<file path="src/rtl/btn_debounce_pio.sv">
// btn_debounce_pio: per-channel synchroniser, tick-based debouncer and edge flags on the 8-bit IO bus.
// Define BTN_DEBOUNCE_LONG_PRESS_EN to add per-channel long-press detection and the LPF register.
module btn_debounce_pio #(
  parameter int                           CHANNELS          = 6,
  parameter int                           BUS_ADDR_DATA_LEN = 8,
  parameter logic [BUS_ADDR_DATA_LEN-1:0] PIN_ADDR          = 'h23,
  parameter logic [BUS_ADDR_DATA_LEN-1:0] IFR_ADDR          = 'h24,
  parameter logic [BUS_ADDR_DATA_LEN-1:0] IMSK_ADDR         = 'h25,
  parameter logic [BUS_ADDR_DATA_LEN-1:0] EDGE_ADDR         = 'h26,
  parameter logic [BUS_ADDR_DATA_LEN-1:0] LPF_ADDR          = 'h27,
  parameter int                           SYNC_STAGES       = 2,
  parameter int                           PRESCALE          = 16000,
  parameter int                           DEB_TICKS         = 5,
  parameter logic [7:0]                   INVERSE_MASK      = 8'h00,
  parameter int                           LONG_TICKS        = 1000
) (
  input  logic                         clk_i,
  input  logic                         rst_n_i,
  input  logic [BUS_ADDR_DATA_LEN-1:0] addr_i,
  input  logic                         wr_i,
  input  logic                         rd_i,
  input  logic [7:0]                   bus_i,
  output logic [7:0]                   bus_o,
  input  logic [CHANNELS-1:0]          io_i,
  output logic [CHANNELS-1:0]          pressed_o,
  output logic                         intr_o,
  input  logic                         int_ack_i
);
  localparam int PW = (PRESCALE > 1) ? $clog2(PRESCALE) : 1;
  localparam int DW = (DEB_TICKS > 1) ? $clog2(DEB_TICKS) : 1;
  localparam logic [CHANNELS-1:0] REL_LVL = INVERSE_MASK[CHANNELS-1:0];

  logic [CHANNELS-1:0] r_sync [SYNC_STAGES];
  logic [PW-1:0]       r_presc;
  logic [DW-1:0]       r_cnt [CHANNELS];
  logic [CHANNELS-1:0] r_stable;
  logic [CHANNELS-1:0] r_stable_q;
  logic [CHANNELS-1:0] r_ifr;
  logic [CHANNELS-1:0] r_imsk;
  logic [CHANNELS-1:0] r_edge;
  logic                r_intr;

  logic                w_tick;
  logic [CHANNELS-1:0] w_p;
  logic [CHANNELS-1:0] w_ifr_set;
  logic [CHANNELS-1:0] w_ifr_clr;
  logic [CHANNELS-1:0] w_flags;
  logic                w_sel_pin;
  logic                w_sel_ifr;
  logic                w_sel_imsk;
  logic                w_sel_edge;
  logic [7:0]          w_rd;
  logic                w_unused_bus;

  assign w_tick = (r_presc == PW'(PRESCALE - 1));

  always_ff @(posedge clk_i or negedge rst_n_i) begin
    if (!rst_n_i) begin
      r_presc <= '0;
    end else if (w_tick) begin
      r_presc <= '0;
    end else begin
      r_presc <= r_presc + PW'(1);
    end
  end

  // Chain resets to the released level so reset release produces no edge.
  always_ff @(posedge clk_i or negedge rst_n_i) begin
    if (!rst_n_i) begin
      for (int s = 0; s < SYNC_STAGES; s++) r_sync[s] <= REL_LVL;
    end else begin
      r_sync[0] <= io_i;
      for (int s = 1; s < SYNC_STAGES; s++) r_sync[s] <= r_sync[s-1];
    end
  end

  assign w_p = r_sync[SYNC_STAGES-1] ^ REL_LVL;

  always_ff @(posedge clk_i or negedge rst_n_i) begin
    if (!rst_n_i) begin
      r_stable   <= '0;
      r_stable_q <= '0;
      for (int i = 0; i < CHANNELS; i++) r_cnt[i] <= '0;
    end else begin
      r_stable_q <= r_stable;
      for (int i = 0; i < CHANNELS; i++) begin
        if (w_p[i] == r_stable[i]) begin
          r_cnt[i] <= '0;
        end else if (w_tick) begin
          if (r_cnt[i] == DW'(DEB_TICKS - 1)) begin
            r_stable[i] <= w_p[i];
            r_cnt[i]    <= '0;
          end else begin
            r_cnt[i] <= r_cnt[i] + DW'(1);
          end
        end
      end
    end
  end

  assign pressed_o  = r_stable;
  assign w_sel_pin  = (addr_i == PIN_ADDR);
  assign w_sel_ifr  = (addr_i == IFR_ADDR);
  assign w_sel_imsk = (addr_i == IMSK_ADDR);
  assign w_sel_edge = (addr_i == EDGE_ADDR);

  assign w_ifr_set = (r_stable & ~r_stable_q) | (~r_stable & r_stable_q & r_edge);
  assign w_ifr_clr = ((wr_i & w_sel_ifr) ? bus_i[CHANNELS-1:0] : '0) |
                     (int_ack_i ? r_imsk : '0);

  // Set is OR-ed in after the clear, so a coincident edge always survives.
  always_ff @(posedge clk_i or negedge rst_n_i) begin
    if (!rst_n_i) begin
      r_ifr  <= '0;
      r_imsk <= '0;
      r_edge <= '0;
    end else begin
      r_ifr <= (r_ifr & ~w_ifr_clr) | w_ifr_set;
      if (wr_i && w_sel_imsk) r_imsk <= bus_i[CHANNELS-1:0];
      if (wr_i && w_sel_edge) r_edge <= bus_i[CHANNELS-1:0];
    end
  end

`ifdef BTN_DEBOUNCE_LONG_PRESS_EN
  localparam int HW = $clog2(LONG_TICKS + 1);

  logic [HW-1:0]       r_hold [CHANNELS];
  logic [CHANNELS-1:0] r_lpf;
  logic [CHANNELS-1:0] w_lpf_set;
  logic [CHANNELS-1:0] w_lpf_clr;
  logic                w_sel_lpf;

  assign w_sel_lpf = (addr_i == LPF_ADDR);
  assign w_lpf_clr = ((wr_i & w_sel_lpf) ? bus_i[CHANNELS-1:0] : '0) |
                     (int_ack_i ? r_imsk : '0);

  always_comb begin
    w_lpf_set = '0;
    for (int i = 0; i < CHANNELS; i++)
      w_lpf_set[i] = w_tick & r_stable[i] & (r_hold[i] == HW'(LONG_TICKS - 1));
  end

  // Hold counter saturates at LONG_TICKS, so the flag fires once per press.
  always_ff @(posedge clk_i or negedge rst_n_i) begin
    if (!rst_n_i) begin
      r_lpf <= '0;
      for (int i = 0; i < CHANNELS; i++) r_hold[i] <= '0;
    end else begin
      r_lpf <= (r_lpf & ~w_lpf_clr) | w_lpf_set;
      for (int i = 0; i < CHANNELS; i++) begin
        if (!r_stable[i]) r_hold[i] <= '0;
        else if (w_tick && (r_hold[i] != HW'(LONG_TICKS))) r_hold[i] <= r_hold[i] + HW'(1);
      end
    end
  end

  assign w_flags = r_ifr | r_lpf;
`else
  logic w_unused_cfg;
  assign w_unused_cfg = (LONG_TICKS > 0) ^ (addr_i == LPF_ADDR);
  assign w_flags      = r_ifr;
`endif

  always_ff @(posedge clk_i or negedge rst_n_i) begin
    if (!rst_n_i) r_intr <= 1'b0;
    else          r_intr <= |(w_flags & r_imsk);
  end

  assign intr_o = r_intr;

  always_comb begin
    w_rd = '0;
    if (rd_i) begin
      if (w_sel_pin)       w_rd[CHANNELS-1:0] = r_stable;
      else if (w_sel_ifr)  w_rd[CHANNELS-1:0] = r_ifr;
      else if (w_sel_imsk) w_rd[CHANNELS-1:0] = r_imsk;
      else if (w_sel_edge) w_rd[CHANNELS-1:0] = r_edge;
`ifdef BTN_DEBOUNCE_LONG_PRESS_EN
      else if (w_sel_lpf)  w_rd[CHANNELS-1:0] = r_lpf;
`endif
    end
  end

  assign bus_o        = w_rd;
  assign w_unused_bus = ^bus_i;

endmodule
</file>
<file path="config.mk">
export PLATFORM = sky130hd
export DESIGN_NAME = btn_debounce_pio
export DESIGN_NICKNAME = d
export VERILOG_FILES = /design/src/rtl/btn_debounce_pio.sv
export SDC_FILE = /design/constraint.sdc
export NUM_CORES = 1
export LEC_CHECK = 0
export ABC_AREA = 1
export CAP_MARGIN = 10
export CORE_UTILIZATION = 42
export DETAILED_ROUTE_END_ITERATION = 16
export GPL_ROUTABILITY_DRIVEN = 0
export GPL_TIMING_DRIVEN = 0
export HOLD_SLACK_MARGIN = 0.1
export REMOVE_ABC_BUFFERS = 1
export SYNTH_ARGS = -nofsm -noshare
export SYNTH_HDL_FRONTEND = slang
export SYNTH_SLANG_ARGS = --single-unit
</file>
<file path="constraint.sdc">
create_clock -name clk_i -period 1.8 [get_ports clk_i]
set_clock_uncertainty 0.2 [all_clocks]
set_input_delay 0.45 -clock clk_i [delete_from_list [all_inputs] [get_ports clk_i]]
set_output_delay 0.45 -clock clk_i [all_outputs]
set_load 0.03 [all_outputs]
</file>
* Word level (Yosys, flattened, before mapping)
Index checks and enable logic that the tools add are counted.
** Storage, ports and cells
- Flip-flop bits (word level) :: 75
- Input bits :: 27
- Output and inout bits :: 15
- Word-level logic and storage cells :: 103
** Operators by class
- Add/subtract/negate cells :: 7
- Eq/ne operators :: 17
- Multiplexer cells :: 26
- Bitwise operators :: 18
- Reduce and logical (&&, ||, !) cells :: 15
** Operators with widths (count)
- $mux W3 :: 18
- $mux W6 :: 7
- $eq A8 B6 Y1 const B :: 4
- $and A6 B6 Y6 :: 5
- $add A3 B1 Y3 const B :: 6
- $eq A3 B3 Y1 const B :: 6
- $not A6 Y6 :: 3
- $or A6 B6 Y6 :: 3
- $reduce_and A3 Y1 :: 6
- $add A14 B1 Y14 const B :: 1
- $eq A14 B14 Y1 const B :: 1
- $mux W14 :: 1
- $reduce_bool A2 Y1 :: 6
- $eq A1 B1 Y1 :: 6
- $not A1 Y1 :: 6
- $reduce_or A6 Y1 :: 1
- $logic_and A1 B1 Y1 :: 2
- $and A1 B1 Y1 :: 1

* Longest topological paths before layout
Gate-level depths: netlist of run 1.
- Depth after elaboration :: 7
- Depth in mapped cells :: 9
- Gate-level depth less buffers :: 8

* Least setup slack after synthesis of run 1
Ideal clock, no wire load.
- Path kind :: input-to-output
- Start point :: input addr_i[1]
- End point :: output bus_o[1]
- Data arrival time :: 1535 ps
- Required time :: 1150 ps
- Slack :: -385 ps
- Stages on the path :: 7
- Cell sequence :: inv_1 nor2_1 nand3_1 clkbuf_1 nand2_1 nor2_1 nor2_1
** Between the ends
- Word-level cells in the longest chain between the ends :: 6
** RTL lines
- from (decl) :: line 19 : input logic [BUS_ADDR_DATA_LEN-1:0] addr_i,
- $eq A8 B6 Y1 :: line 105 : assign w_sel_edge = (addr_i == EDGE_ADDR);
- $mux W6 :: line 177 : else if (w_sel_edge) w_rd[CHANNELS-1:0] = r_edge;
- $mux W6 :: line 176 : else if (w_sel_imsk) w_rd[CHANNELS-1:0] = r_imsk;
- $mux W6 :: line 175 : else if (w_sel_ifr) w_rd[CHANNELS-1:0] = r_ifr;
- $mux W6 * :: line 174 : if (w_sel_pin) w_rd[CHANNELS-1:0] = r_stable;
- $mux W6 * :: line 173 : if (rd_i) begin
- to (decl) :: line 23 : output logic [7:0] bus_o,
Mark *: on every way between the ends. The rest lies on a longest branch, timed or not.

* Worst setup path after layout of run 1
- Start point :: input addr_i[7]
- End point :: output bus_o[2]
The elaborated chain is that of the path after synthesis.

==> impl_summary.log, run 1 <==
INFO  metric run_status = finished, violations left
INFO  metric failed_checks = design-rule violations, negative setup slack
INFO  metric setup-violations-final = 6
INFO  metric critical_path_peak_fanout = 10
INFO  metric final.min_clock_period = 2.17 ns
INFO  metric r2r_slack = 0.11 ns
INFO  metric finalSetupTns = -2.02 ns
INFO  metric finalMaxSlewViolations = 0
INFO  metric worstPathArrival = 1.52 ns
INFO  metric worst_slew_pin_tran = 0.505 ns
INFO  metric netlist.top_cell.by_area = sky130_fd_sc_hd__dfrtp_1
INFO  metric cts.clk_slew.worst_paths = 0.08 ns
INFO  metric clkSinkCount = 75
INFO  metric routed-via-count = 3,264
INFO  metric total_power_density_per_cell_area = 709 nW/um^2
INFO  metric ys_warn_count = 0
INFO  metric worstPathRequired = 1.15 ns
INFO  metric critical_path.reg2reg.startpoint = r_presc[8]
INFO  metric cp_cell_sequence = buf_6, inv_4, nand2_4, nor2_4, buf_6, nand3_1, nand2_1, nor2_1, nor2_1, buf_4
INFO  metric clk_root_buffer_cell = sky130_fd_sc_hd__clkbuf_8
INFO  metric insertion_delay = 0.36 ns
INFO  metric top_register = r_cnt
INFO  metric max_stage_delay = 0.18 ns
INFO  metric most_frequently_used_cell_type_in_the_post_synthesis_netlist = sky130_fd_sc_hd__nand2_1
INFO  metric antennaDiodeCount = 0
INFO  metric hpwl = 5260 um
INFO  metric hold-path-endpoint = w_p[2]
INFO  metric detailedRoute.firstIterationViolations = 179
INFO  metric postSynthRegisterBits = 75
INFO  metric route.final.wire_length = 8890 um
INFO  metric placeableCoreArea = 8810 um^2
INFO  metric cp-end-kind = output pin
INFO  metric postSynthCellCount = 478
INFO  metric timing.critical_path.slowest_stage_cell = sky130_fd_sc_hd__buf_4
INFO  metric numPortBuffers = 37
INFO  metric antenna_found_initial = 0
INFO  metric timing_hold_violations_final = 0
INFO  metric synth_top_area_share = 48.7%
INFO  metric startpoint_type = primary input
INFO  metric largest_register_ffs = 18
INFO  metric cts.htree.levels = 3
INFO  metric yosysUniqueCellTypes = 32
INFO  metric critical_path.reg2reg.endpoint = pressed_o[4]
INFO  metric die_width = 97.7 um
INFO  metric detail_route.first_pass.iterations = 10
INFO  metric max_freq = 460 MHz
INFO  metric grt_setup_unrepaired = true
INFO  metric p_leak = 2.45 nW
INFO  metric synth_area = 3850 um^2
INFO  metric number_of_buffers_created_by_cts = 9
INFO  metric critPathBufInv = 4
INFO  metric min_delay_startpoint = r_sync[8]
INFO  metric placementRows = 34
INFO  metric route.antenna.remaining_nets = 0
INFO  metric worst_hold_path_type = flip-flop to flip-flop
INFO  metric top_post_synthesis_cells_by_count = 130 x sky130_fd_sc_hd__nand2_1, 75 x sky130_fd_sc_hd__dfrtp_1, 61 x sky130_fd_sc_hd__inv_1
INFO  metric number_of_global_route_vias_before_repair = 3,170
INFO  metric number_of_flops_mapped_to_enable_cells_by_yosys = 0
INFO  metric post_drt_wl_per_cell = 13.6 um
INFO  metric min_period_over_period = 121%
INFO  metric dominantRegCellSynth = sky130_fd_sc_hd__dfrtp_1
INFO  metric slew_headroom = 66.2%
INFO  metric initial_standard_cell_utilization_of_the_core = 43.7%
INFO  metric routed_via_density = 4.99
INFO  metric synth_seq_area_share = 48.7%
INFO  metric timing.setup.critical_path_class = primary input to output pin
INFO  metric route.detailed.drc = 14
INFO  metric all_layer_gr_usage = 20.4%
INFO  metric synth-async-reset-ratio = 100%
INFO  metric layout_setup_ws = -0.373 ns
INFO  metric gr-total-overflow = 0
INFO  metric max-vdd-ir-drop = 0.345 mV
INFO  metric timing.max_cap.violations = 0
INFO  metric fin_hold_ws = 0.153 ns
INFO  metric synth_area_per_cell = 8.05 um^2
INFO  metric tritoncts_clock_tree = done
INFO  metric critical_path_depth = 10
INFO  metric ratio_of_cells_with_drive_above_1_in_the_final_layout = 19.6%
INFO  metric final_net_count = 581
INFO  metric path_delay_family = simple AND/OR/NAND/NOR gates
INFO  metric hold_depth = 0
INFO  metric die_height = 97.7 um
INFO  metric grt_pass1_wl = 15,000 um
INFO  metric die-area = 9550 um^2
INFO  metric grt_start_max_net_pins = 56
INFO  metric top_level_ports = 42
INFO  metric flow.area_growth_from_synthesis = 26.9%
INFO  metric synth.top_cells.by_area = sky130_fd_sc_hd__dfrtp_1 49%, sky130_fd_sc_hd__nand2_1 13%, sky130_fd_sc_hd__inv_1 5.9%
INFO  metric reg2reg_depth = 6
INFO  metric cts_max_path_buffers = 2
INFO  metric largestRegisters = r_cnt (18), r_presc (14)
==> placed cells by master (no fill, tap or decap), types with 2 or more instances in the layout <==
cell type,instances
sky130_fd_sc_hd__buf_2,8
sky130_fd_sc_hd__inv_4,5
sky130_fd_sc_hd__o21a_1,2
sky130_fd_sc_hd__dfrtp_2,6
sky130_fd_sc_hd__nand2_1,123
sky130_fd_sc_hd__ha_1,12
sky130_fd_sc_hd__xnor2_1,12
sky130_fd_sc_hd__clkbuf_8,10
sky130_fd_sc_hd__dfrtp_1,69
sky130_fd_sc_hd__nand3b_1,2
sky130_fd_sc_hd__inv_2,3
sky130_fd_sc_hd__nand3_4,4
sky130_fd_sc_hd__o21bai_1,2
sky130_fd_sc_hd__nand2_2,4
sky130_fd_sc_hd__o21ai_0,15
sky130_fd_sc_hd__conb_1,2
sky130_fd_sc_hd__bufinv_16,2
sky130_fd_sc_hd__nor3_1,8
sky130_fd_sc_hd__nand2_4,3
sky130_fd_sc_hd__nand3_2,4
sky130_fd_sc_hd__nand4_1,6
sky130_fd_sc_hd__buf_12,2
sky130_fd_sc_hd__clkdlybuf4s50_1,14
sky130_fd_sc_hd__nand3_1,38
sky130_fd_sc_hd__nor2_4,12
sky130_fd_sc_hd__o21ai_1,7
sky130_fd_sc_hd__inv_1,55
sky130_fd_sc_hd__o22ai_1,3
sky130_fd_sc_hd__nor2_2,7
sky130_fd_sc_hd__buf_6,6
sky130_fd_sc_hd__buf_4,21
sky130_fd_sc_hd__dlygate4sd2_1,2
sky130_fd_sc_hd__nor2_1,46
sky130_fd_sc_hd__xor2_1,3
sky130_fd_sc_hd__a21oi_1,14
==> power by group <==
part | leakage [nW] | total [mW] | switching [mW] | internal [mW]
logic | 1.37 | 0.231 | 0.138 | 0.0932
registers | 0.964 | 1.75 | 0.0293 | 1.72
clock network | 0.110 | 1.48 | 0.652 | 0.826
total | 2.45 | 3.46 | 0.819 | 2.64
==> per-stage QoR <==
stage | utilization, % | power [mW] | instances | cell area, um^2 | setup WS (ns)
final | 55.5 | 3.46 | 654 | 4890 | -0.373
after global routing | 55.5 | 3.62 | 654 | 4890 | -0.459
after CTS | 54.5 | 3.50 | 647 | 4800 | -0.350
after floorplan | - | 1.86 | 468 | 3760 | -1.10
after detailed placement | 48.8 | 1.98 | 614 | 4300 | -2.63
after global placement | 48.5 | 1.97 | 613 | 4270 | -2.64
==> what timing repair did <==
action,CTS,global route
resized for setup,133,27
pin swaps,25,12
hold buffers,1,0
endpoints found under the hold margin,20,0
setup buffers,10,7
gates cloned,6,0
setup endpoints to repair,64,41
==> kinds of logic after synthesis <==
| logic type | after synthesis | share of synthesized area [%] |
|---|---|---|
| flops | 75 | 48.7 |
| xor+xnor | 15 | 3.41 |
| mux | 1 | 0.292 |
| other cells | 1 | 0.0974 |
| simple gates | 255 | 28.7 |
| compound gates | 44 | 6.11 |
| buf+inv | 74 | 8.45 |
| fa+ha+maj | 13 | 4.22 |
==> layer usage <==
metal | up-vias | routed length, um | global-route usage, %
met3 | 12 | 532 | 5.65
li1 | 1640 | - | -
met2 | 86 | 4180 | 32.7
met5 | - | 0 | 0
met4 | 0 | 161 | 7.69
met1 | 1526 | 4010 | 26.5
==> how the worst max path moves through the flow <==
stage / start / endpoint / slack (ns)
2_1_floorplan: addr_i[4] / bus_o[0] / -1.10
3_3_place_gp: rst_n_i / r_cnt[14] / -2.64
3_5_place_dp: addr_i[5] / bus_o[2] / -2.63
4_1_cts: addr_i[7] / bus_o[2] / -0.35
5_1_grt: addr_i[7] / bus_o[2] / -0.46
6_report: addr_i[7] / bus_o[2] / -0.37
==> final cells by class <==
cell class,instances,area (um^2)
clock buffer,11,141
fill,796,3920
sequential,75,1880
tap,108,135
inverter,63,249
multi-input combinational,336,1880
timing repair buffer,56,512
clock inverter,5,85.1
No activity file was read; power rests on OpenSTA's default activity.
==> run 2: changes to the inputs <==
--- a/config.mk
+++ b/config.mk
@@ -7,7 +7,9 @@
 export LEC_CHECK = 0
 export ABC_AREA = 1
 export CAP_MARGIN = 10
-export CORE_UTILIZATION = 42
+export CORE_MARGIN = 2
+export CORE_UTILIZATION = 36
+export CTS_CLUSTER_DIAMETER = 80
 export DETAILED_ROUTE_END_ITERATION = 16
 export GPL_ROUTABILITY_DRIVEN = 0
 export GPL_TIMING_DRIVEN = 0
==> impl_summary.log, run 2 (synthesized netlist as in run 1, its figures left out) <==
INFO  metric detailedRoute.firstIterationViolations = 133 (was 179)
INFO  metric route.detailed.drc = 0 (was 14)
INFO  metric layout_setup_ws = -0.447 ns (was -0.373 ns)
INFO  metric detail_route.first_pass.iterations = 4 (was 10)
INFO  metric post_drt_wl_per_cell = 13.6 um (about the same)
INFO  metric finalMaxSlewViolations = 0 (unchanged)
INFO  metric hpwl = 5400 um (was 5260 um)
INFO  metric final.min_clock_period = 2.25 ns (was 2.17 ns)
INFO  metric max-vdd-ir-drop = 0.369 mV (was 0.345 mV)
INFO  metric timing_hold_violations_final = 0 (unchanged)
INFO  metric p_leak = 2.47 nW (was 2.45 nW)
INFO  metric failed_checks = negative setup slack (was design-rule violations, negative setup slack)
INFO  metric placementRows = 37 (was 34)
INFO  metric critical_path_peak_fanout = 6 (was 10)
INFO  metric hold-path-endpoint = w_p[2] (unchanged)
INFO  metric number_of_buffers_created_by_cts = 9 (unchanged)
INFO  metric gr-total-overflow = 0 (unchanged)
INFO  metric clk_root_buffer_cell = sky130_fd_sc_hd__clkbuf_8 (unchanged)
INFO  metric max_freq = 445 MHz (was 460 MHz)
INFO  metric cts.clk_slew.worst_paths = 0.09 ns (was 0.08 ns)
INFO  metric total_power_density_per_cell_area = 684 nW/um^2 (was 709 nW/um^2)
INFO  metric largest_register_ffs = 18 (unchanged)
INFO  metric largestRegisters = r_cnt (18), r_presc (14) (unchanged)
INFO  metric numPlacedInstances = 642 (was 614)
INFO  metric startpoint_type = primary input (unchanged)
INFO  metric min_delay_startpoint = r_sync[8] (unchanged)
INFO  metric final_net_count = 587 (was 581)
INFO  metric setup-violations-final = 6 (unchanged)
INFO  metric worstPathRequired = 1.15 ns (about the same)
INFO  metric top_register = r_cnt (unchanged)
INFO  metric grt_start_max_net_pins = 49 (was 56)
INFO  metric hold_depth = 0 (unchanged)
INFO  metric antenna_found_initial = 0 (unchanged)
INFO  metric timing.setup.critical_path_class = primary input to output pin (unchanged)
INFO  metric cts.htree.levels = 3 (unchanged)
INFO  metric route.antenna.remaining_nets = 0 (unchanged)
INFO  metric numPortBuffers = 37 (unchanged)
INFO  metric min_period_over_period = 125% (was 121%)
INFO  metric finalSetupTns = -2.36 ns (was -2.02 ns)
INFO  metric top_level_ports = 42 (unchanged)
INFO  metric worst_hold_path_type = flip-flop to flip-flop (unchanged)
INFO  metric post-layout-total-power = 3.43 mW (was 3.46 mW)
INFO  metric die-area = 11,500 um^2 (was 9550 um^2)
INFO  metric number_of_global_route_vias_before_repair = 3,291 (was 3,170)
INFO  metric layout.cells.non_filler = 687 (was 654)
INFO  metric mostFrequentLayoutCells = 120 x sky130_fd_sc_hd__nand2_1, 69 x sky130_fd_sc_hd__dfrtp_1, 55 x sky130_fd_sc_hd__inv_1 (was 123 x sky130_fd_sc_hd__nand2_1, 69 x sky130_fd_sc_hd__dfrtp_1, 55 x sky130_fd_sc_hd__inv_1)
INFO  metric reg2reg_depth = 9 (was 6)
INFO  metric placeableCoreArea = 10,400 um^2 (was 8810 um^2)
INFO  metric flow.area_growth_from_synthesis = 30.1% (was 26.9%)
INFO  metric die_height = 107 um (was 97.7 um)
INFO  metric r2r_slack = 0.10 ns (was 0.11 ns)
INFO  metric cts_max_path_buffers = 2 (unchanged)
INFO  metric cp-end-kind = output pin (unchanged)
INFO  metric initial_standard_cell_utilization_of_the_core = 37.1% (was 43.7%)
INFO  metric worstPathArrival = 1.60 ns (was 1.52 ns)
INFO  metric mostFrequentLayoutCell = sky130_fd_sc_hd__nand2_1 (unchanged)
INFO  metric routed_via_density = 4.85 (was 4.99)
INFO  metric clkSinkCount = 75 (unchanged)
INFO  metric routed-via-count = 3,329 (was 3,264)
INFO  metric ratio_of_cells_with_drive_above_1_in_the_final_layout = 22.1% (was 19.6%)
INFO  metric grt_pass1_wl = 15,300 um (was 15,000 um)
INFO  metric critical_path.reg2reg.startpoint = r_presc[1] (was r_presc[8])
INFO  metric critical_path.reg2reg.endpoint = r_presc[13] (was pressed_o[4])
INFO  metric tritoncts_clock_tree = done (unchanged)
INFO  metric all_layer_gr_usage = 17.1% (was 20.4%)
INFO  metric antennaDiodeCount = 0 (unchanged)
INFO  metric run_status = finished, violations left (unchanged)
INFO  metric insertion_delay = 0.36 ns (about the same)
INFO  metric grt_setup_unrepaired = true (unchanged)
INFO  metric die_width = 107 um (was 97.7 um)
INFO  metric timing.max_cap.violations = 0 (unchanged)
INFO  metric route.final.wire_length = 9330 um (was 8890 um)
[run 2: cell count changes in the layout (fill, tap and decap cells not counted), sizes merged]
cell,change
clkdlybuf4s15,+2
clkbuf,-2
buf,+3
nor2,+1
clkinv,+1
[run 2: worst max-delay path by stage]
| stage | slack [ns] | startpoint | endpoint | cells past startpoint |
|---|---|---|---|---|
| CTS | -0.40 | addr_i[7] | bus_o[3] | 10 |
| global placement | -2.62 | rst_n_i | r_sync[7] | 1 |
| global route | -0.46 | addr_i[4] | bus_o[3] | 10 |
| finish | -0.45 | addr_i[4] | bus_o[3] | 10 |
| floorplan | -1.10 | addr_i[4] | bus_o[0] | 7 |
| detailed placement | -2.59 | addr_i[4] | bus_o[3] | 9 |
[run 2: routing by layer]
metal / global-route usage, % / part of all wire (%)
met1: 21.8 / 44
met2: 29.1 / 49
met3: 2.97 / 4.8
met4: 5.86 / 1.6
met5: 0 / 0
[run 2: final cells by class]
cell class | instances | area (um^2)
Clock buffer | 9 | 124
Clock inverter | 6 | 90.1
Fill cell | 1005 | 5360
Inverter | 63 | 239
Multi-Input combinational cell | 337 | 1930
Sequential cell | 75 | 1880
Tap cell | 136 | 170
Timing Repair Buffer | 61 | 574
[run 2: worst max-delay path: stages]
cell and delay [ns]:
sky130_fd_sc_hd__buf_6 0.10, sky130_fd_sc_hd__inv_4 0.05, sky130_fd_sc_hd__nand2_4 0.05, sky130_fd_sc_hd__nor2_4 0.20, sky130_fd_sc_hd__buf_6 0.15, sky130_fd_sc_hd__nand3_4 0.12
sky130_fd_sc_hd__nand2_2 0.10, sky130_fd_sc_hd__nor2_1 0.04, sky130_fd_sc_hd__nor2_1 0.15, sky130_fd_sc_hd__buf_4 0.19
[run 2: report_power, final]
group | internal, mW | switching, mW
Clock | 0.778 | 0.657
Sequential | 1.72 | 0.0295
Combinational | 0.0967 | 0.140
Total | 2.60 | 0.827
[run 2: what timing repair did]
action	in CTS	in global routing
endpoints found under the setup margin	64	46
pin swaps	23	23
hold endpoints to repair	27	0
hold buffers	1	0
buffers inserted	15	7
resized for setup	129	32
cloned	7	1
[run 2: metrics by stage]
step	utilization (%)	setup slack (ns)	hold WS, ns	area (um^2)
after floorplan	-	-1.10	-0.0456	3760
after global placement	41.5	-2.62	0.132	4310
after detailed placement	41.8	-2.59	0.135	4330
after CTS	47.3	-0.402	0.144	4910
after global routing	48.3	-0.460	0.160	5010
final	48.3	-0.447	0.140	5010
